[config.mk]
export PLATFORM = sky130hd
export DESIGN_NAME = serv_sleep_ctrl
export DESIGN_NICKNAME = d
export VERILOG_FILES = /design/src/rtl/serv_sleep_ctrl.sv
export SDC_FILE = /design/constraint.sdc
export NUM_CORES = 1
export LEC_CHECK = 0
export ABC_AREA = 1
export BUFFER_PORTS_ARGS = -buffer_cell sky130_fd_sc_hd__buf_2
export CORE_MARGIN = 4
export CORE_UTILIZATION = 54
export DETAILED_ROUTE_END_ITERATION = 7
export GPL_ROUTABILITY_DRIVEN = 0
export PLACE_DENSITY = 0.75
export SLEW_MARGIN = 20
export SYNTH_ARGS = -nofsm -noshare
export SYNTH_HDL_FRONTEND = slang
export SYNTH_SLANG_ARGS = --single-unit
export TNS_END_PERCENT = 50
[constraint.sdc]
create_clock -name i_clk -period 1.7 [get_ports i_clk]
set_clock_uncertainty 0.1 [all_clocks]
set_input_delay 0 -clock i_clk [delete_from_list [all_inputs] [get_ports i_clk]]
set_output_delay 0 -clock i_clk [all_outputs]
set_load 0.01 [all_outputs]
[src/rtl/serv_sleep_ctrl.sv]
// WFI sleep/wake sequencer: stalls the core, drains ibus/dbus, handshakes low power
// with the clock unit and holds the core off for a settling delay after lp_ack falls.
module serv_sleep_ctrl #(
  parameter int WAKE_DELAY    = 4,
  parameter int DRAIN_TIMEOUT = 15,
  parameter int CNT_W         = 8
) (
  input  logic        i_clk,
  input  logic        i_rst_n,
  input  logic        i_sleep_req,
  input  logic        i_wakeup_req,
  input  logic        i_ibus_busy,
  input  logic        i_dbus_busy,
  input  logic        i_lp_ack,
  output logic        o_core_en,
  output logic        o_lp_req,
  output logic        o_sleeping,
  output logic        o_drain_to,
  output logic [15:0] o_sleep_cycles
);

  typedef enum logic [1:0] {RUN, DRAIN, SLEEP, WAKE} state_t;

  localparam logic [CNT_W-1:0] CNT_MAX = '1;
  localparam logic [CNT_W-1:0] WD_C    = CNT_W'(WAKE_DELAY);
  localparam logic [CNT_W-1:0] DT_LAST = CNT_W'(DRAIN_TIMEOUT - 1);

  state_t           state;
  logic [CNT_W-1:0] cnt;
  logic             bus_idle;

  assign bus_idle = ~i_ibus_busy & ~i_dbus_busy;

  // Level outputs are registered from the current state, so they trail it by one edge.
  always_ff @(posedge i_clk or negedge i_rst_n) begin
    if (!i_rst_n) begin
      state          <= RUN;
      cnt            <= '0;
      o_core_en      <= 1'b1;
      o_lp_req       <= 1'b0;
      o_sleeping     <= 1'b0;
      o_drain_to     <= 1'b0;
      o_sleep_cycles <= '0;
    end else begin
      o_core_en  <= (state == RUN);
      o_lp_req   <= (state == SLEEP);
      o_sleeping <= (state == SLEEP) || (state == WAKE);
      o_drain_to <= 1'b0;
      case (state)
        RUN: begin
          if (i_sleep_req && !i_wakeup_req) begin
            state <= DRAIN;
            cnt   <= '0;
          end
        end
        DRAIN: begin
          if (i_wakeup_req) begin
            state <= RUN;
          end else if (bus_idle) begin
            state          <= SLEEP;
            o_sleep_cycles <= '0;
          end else if ((DRAIN_TIMEOUT != 0) && (cnt == DT_LAST)) begin
            state      <= RUN;
            o_drain_to <= 1'b1;
          end else if (cnt != CNT_MAX) begin
            cnt <= cnt + 1'b1;
          end
        end
        SLEEP: begin
          if (o_sleep_cycles != 16'hFFFF) o_sleep_cycles <= o_sleep_cycles + 16'd1;
          if (i_wakeup_req) begin
            state <= WAKE;
            cnt   <= '0;
          end
        end
        WAKE: begin
          // Settling delay only counts once the clock unit has left low power.
          if (!i_lp_ack) begin
            if (cnt >= WD_C)        state <= RUN;
            else if (cnt != CNT_MAX) cnt  <= cnt + 1'b1;
          end
        end
        default: state <= RUN;
      endcase
    end
  end

endmodule

==> results.json <==
{
  "pwr-share-seq": 0.372,
  "p_switching_uw": 1210,
  "worstPathMaxFanout": 17,
  "fin_util": 0.671,
  "fin_tns_setup_ns": 0,
  "grt_pass1_wl_mm": 7.99,
  "final-seq-area_um2": 754,
  "routed_via_density": 5.19,
  "ys_async_sr_fraction": 1.00,
  "die_area_um2": 4800,
  "power.density_nw_per_um2": 1140,
  "grt-ovfl-total": 0,
  "h-tree-depth": 2,
  "hold_depth": 5,
  "tightestPinTransition_ns": 0.697,
  "track_usage": 0.204,
  "synthAdderAreaFrac": 0.0247,
  "pre_cts_ws_ns": -0.00128,
  "firstDrtPassIters": 4,
  "fin_ws_ns": 0.0613,
  "setup_viol": 0,
  "antenna_cells": 0,
  "routed_wl_mm": 4.75,
  "fillers": 345,
  "synth_top_family_by_area": "simple AND/OR/NAND/NOR gates",
  "yosys.area_share.simple": 0.417,
  "antenna_found_initial": 0,
  "wl_per_cell_um": 12.6,
  "avgSynthCellArea_um2": 7.09,
  "drc": 0,
  "clk_latency_ns": 0.28,
  "max_freq_mhz": 610,
  "p_leak_uw": 0.00119,
  "worstSetupPathType": "reg2reg",
  "period_needed_ns": 1.64,
  "clockBufferDepth": 2,
  "cts_tree": "yes",
  "intPower_uw": 1580,
  "final_cells": 377,
  "sw_frac_of_total": 0.433,
  "first_iter_violations": 100,
  "period_share": 0.964,
  "fp-row-count": 22,
  "port_buffers": 26,
  "final_common_cell": "nand2_1",
  "yosysTopAreaCell": "dfrtp_1",
  "max_slew_margin": 0.535,
  "yosysSeqAreaShare": 0.371,
  "hp-start": "i_sleep_req",
  "start_util": 0.558,
  "ys_warn_count": 0,
  "comb_power_share": 0.414,
  "die_h_um": 69.3,
  "grt_max_degree": 31,
  "syn_nets": 297,
  "synthFlopType": "dfrtp_1",
  "top_level_ports": 27,
  "ys_top_cells_by_area": "dfrtp_1 (36%), nand2_1 (15%), nand3_1 (6.9%), nor2_1 (6.5%), inv_1 (5.7%)",
  "cts_inserted_buffers": 5,
  "final_cell_mix": "nand2_1 (77), nor2_1 (33), inv_1 (29)",
  "yosys_register_bits": 30,
  "synth_cells": 286,
  "grt_pass1_vias": 1821,
  "clk_pin_slew_worst_paths_ns": 0.06,
  "multi_input_area_um2": 1160,
  "placed_cells": 364,
  "maxSlewViolCount": 0,
  "run_status": "finished clean",
  "endpoint_kind": "flop",
  "die_width_um": 69.3,
  "synth_compound_area_frac": 0.0851,
  "worstPathRequired_ns": 1.82,
  "vias": 1957,
  "final_layout_size_suffix_gt1_frac": 0.264,
  "core-area_um2": 3630,
  "maxCapViolCount": 0,
  "startpoint_type": "flop",
  "synth_cell_type_count": 35,
  "synth_edf_count": 0,
  "nets": 339,
  "clock-sinks": 30,
  "r2r_cells": 8,
  "drtAntennaViolNets": 0,
  "syn_area_um2": 2030,
  "area_growth_pct": 20.2,
  "synth_top_area_frac": 0.358,
  "dp_hpwl_mm": 3.29,
  "peakVddDrop_uv": 988,
  "holdCritPathClass": "in2reg",
  "synth_mux_area_frac": 0,
  "synth_xor_area_frac": 0.0173,
  "root_buffer": "clkbuf_8",
  "hold_violations": 0,
  "clkPwrFrac": 0.214,
  "crit_arrival_ns": 1.76
}
## cells by family (layout without fill, tap and decap cells)
family	Yosys count	after routing
buffers and inverters	41	83
AO/OA/AOI/OAI	28	28
flip-flops	30	30
adder cells (fa/ha/maj)	4	4
XOR/XNOR	4	4
AND/OR/NAND/NOR	179	180
## worst max-delay path, stage by stage (launching register included)
cell and delay, ns:
dfrtp_1 0.47, inv_2 0.10, nor2_8 0.25, nand2_1 0.16, o21ai_2 0.12, nor2_4 0.10
nand2_4 0.14, nand2_1 0.07, nand2_1 0.05
## metrics by stage
| stage | power, µW | cell area, µm² | hold slack [ns] |
|---|---|---|---|
| after floorplan | 1840 | 2030 | -0.396 |
| after global placement | 2080 | 2250 | -0.0219 |
| after detailed placement | 2090 | 2250 | -0.0217 |
| after CTS | 2700 | 2360 | 0.0142 |
| after global routing | 2990 | 2440 | 0.0327 |
| final | 2780 | 2440 | 0.0199 |
## synthesized netlist by cell type, types with 3 or more instances
cell and n:
dfrtp_1 29, ha_1 4, inv_1 31, inv_2 3
nand2_1 83, nand2_2 5, nand3_1 28, nand4_1 10
nor2_1 35, nor2_4 3, o21ai_0 10, o21ai_1 7
o21ai_2 5, o21bai_1 3, xor2_1 4
## final timing paths
| path | endpoint | slack, ns |
|---|---|---|
| worst min-delay path | state[0] | 0.02 |
| worst max register to register | cnt[1] | 0.06 |
| min in group asynchronous | o_sleep_cycles[2] | 0.20 |
| worst min register to register | o_sleeping | 0.44 |
| max in group asynchronous | state[0] | 0.81 |
| worst max-delay path | cnt[1] | 0.06 |
## power by group through the flow
stage	Sequential, µW	Combinational [µW]	Clock (µW)
after CTS	1020	1070	609
after detailed placement	1030	1060	0
after global placement	1030	1050	0
after floorplan	1020	820	0
after global routing	1060	1280	653
final	1040	1150	595
## sequential cells by signal, indices dropped and copies added (netlist names), named ones only
name            flops
o_drain_to          1
o_sleeping          1
o_lp_req            1
o_core_en           1
cnt                 8
state               1
o_sleep_cycles     16
## timing repair
item	4_1_cts	5_1_grt
endpoints found under the setup margin	4	16
buffers inserted	0	2
endpoints found under the hold margin	30	0
resized for setup	0	17
cloned	0	1
pin swaps	1	5
hold buffers	2	0
## layer usage
layer / share of wire / global-route usage / up-vias
li1: - / - / 1002
met1: 0.43 / 0.238 / 910
met2: 0.52 / 0.353 / 39
met3: 0.034 / 0.0493 / 6
met4: 0.017 / 0.0911 / 0
met5: 0 / 0 / -
## area by class of cell
cell class	instances	share of cell area
repair buffers	39	0.0954
clock buffers	7	0.0354
inverters	36	0.0575
multi-input cells	216	0.476
flip-flops and latches	30	0.309
well taps	48	0.0246
clock inverters	1	0.00205
Note: power is estimated with default switching activity, not from simulation.
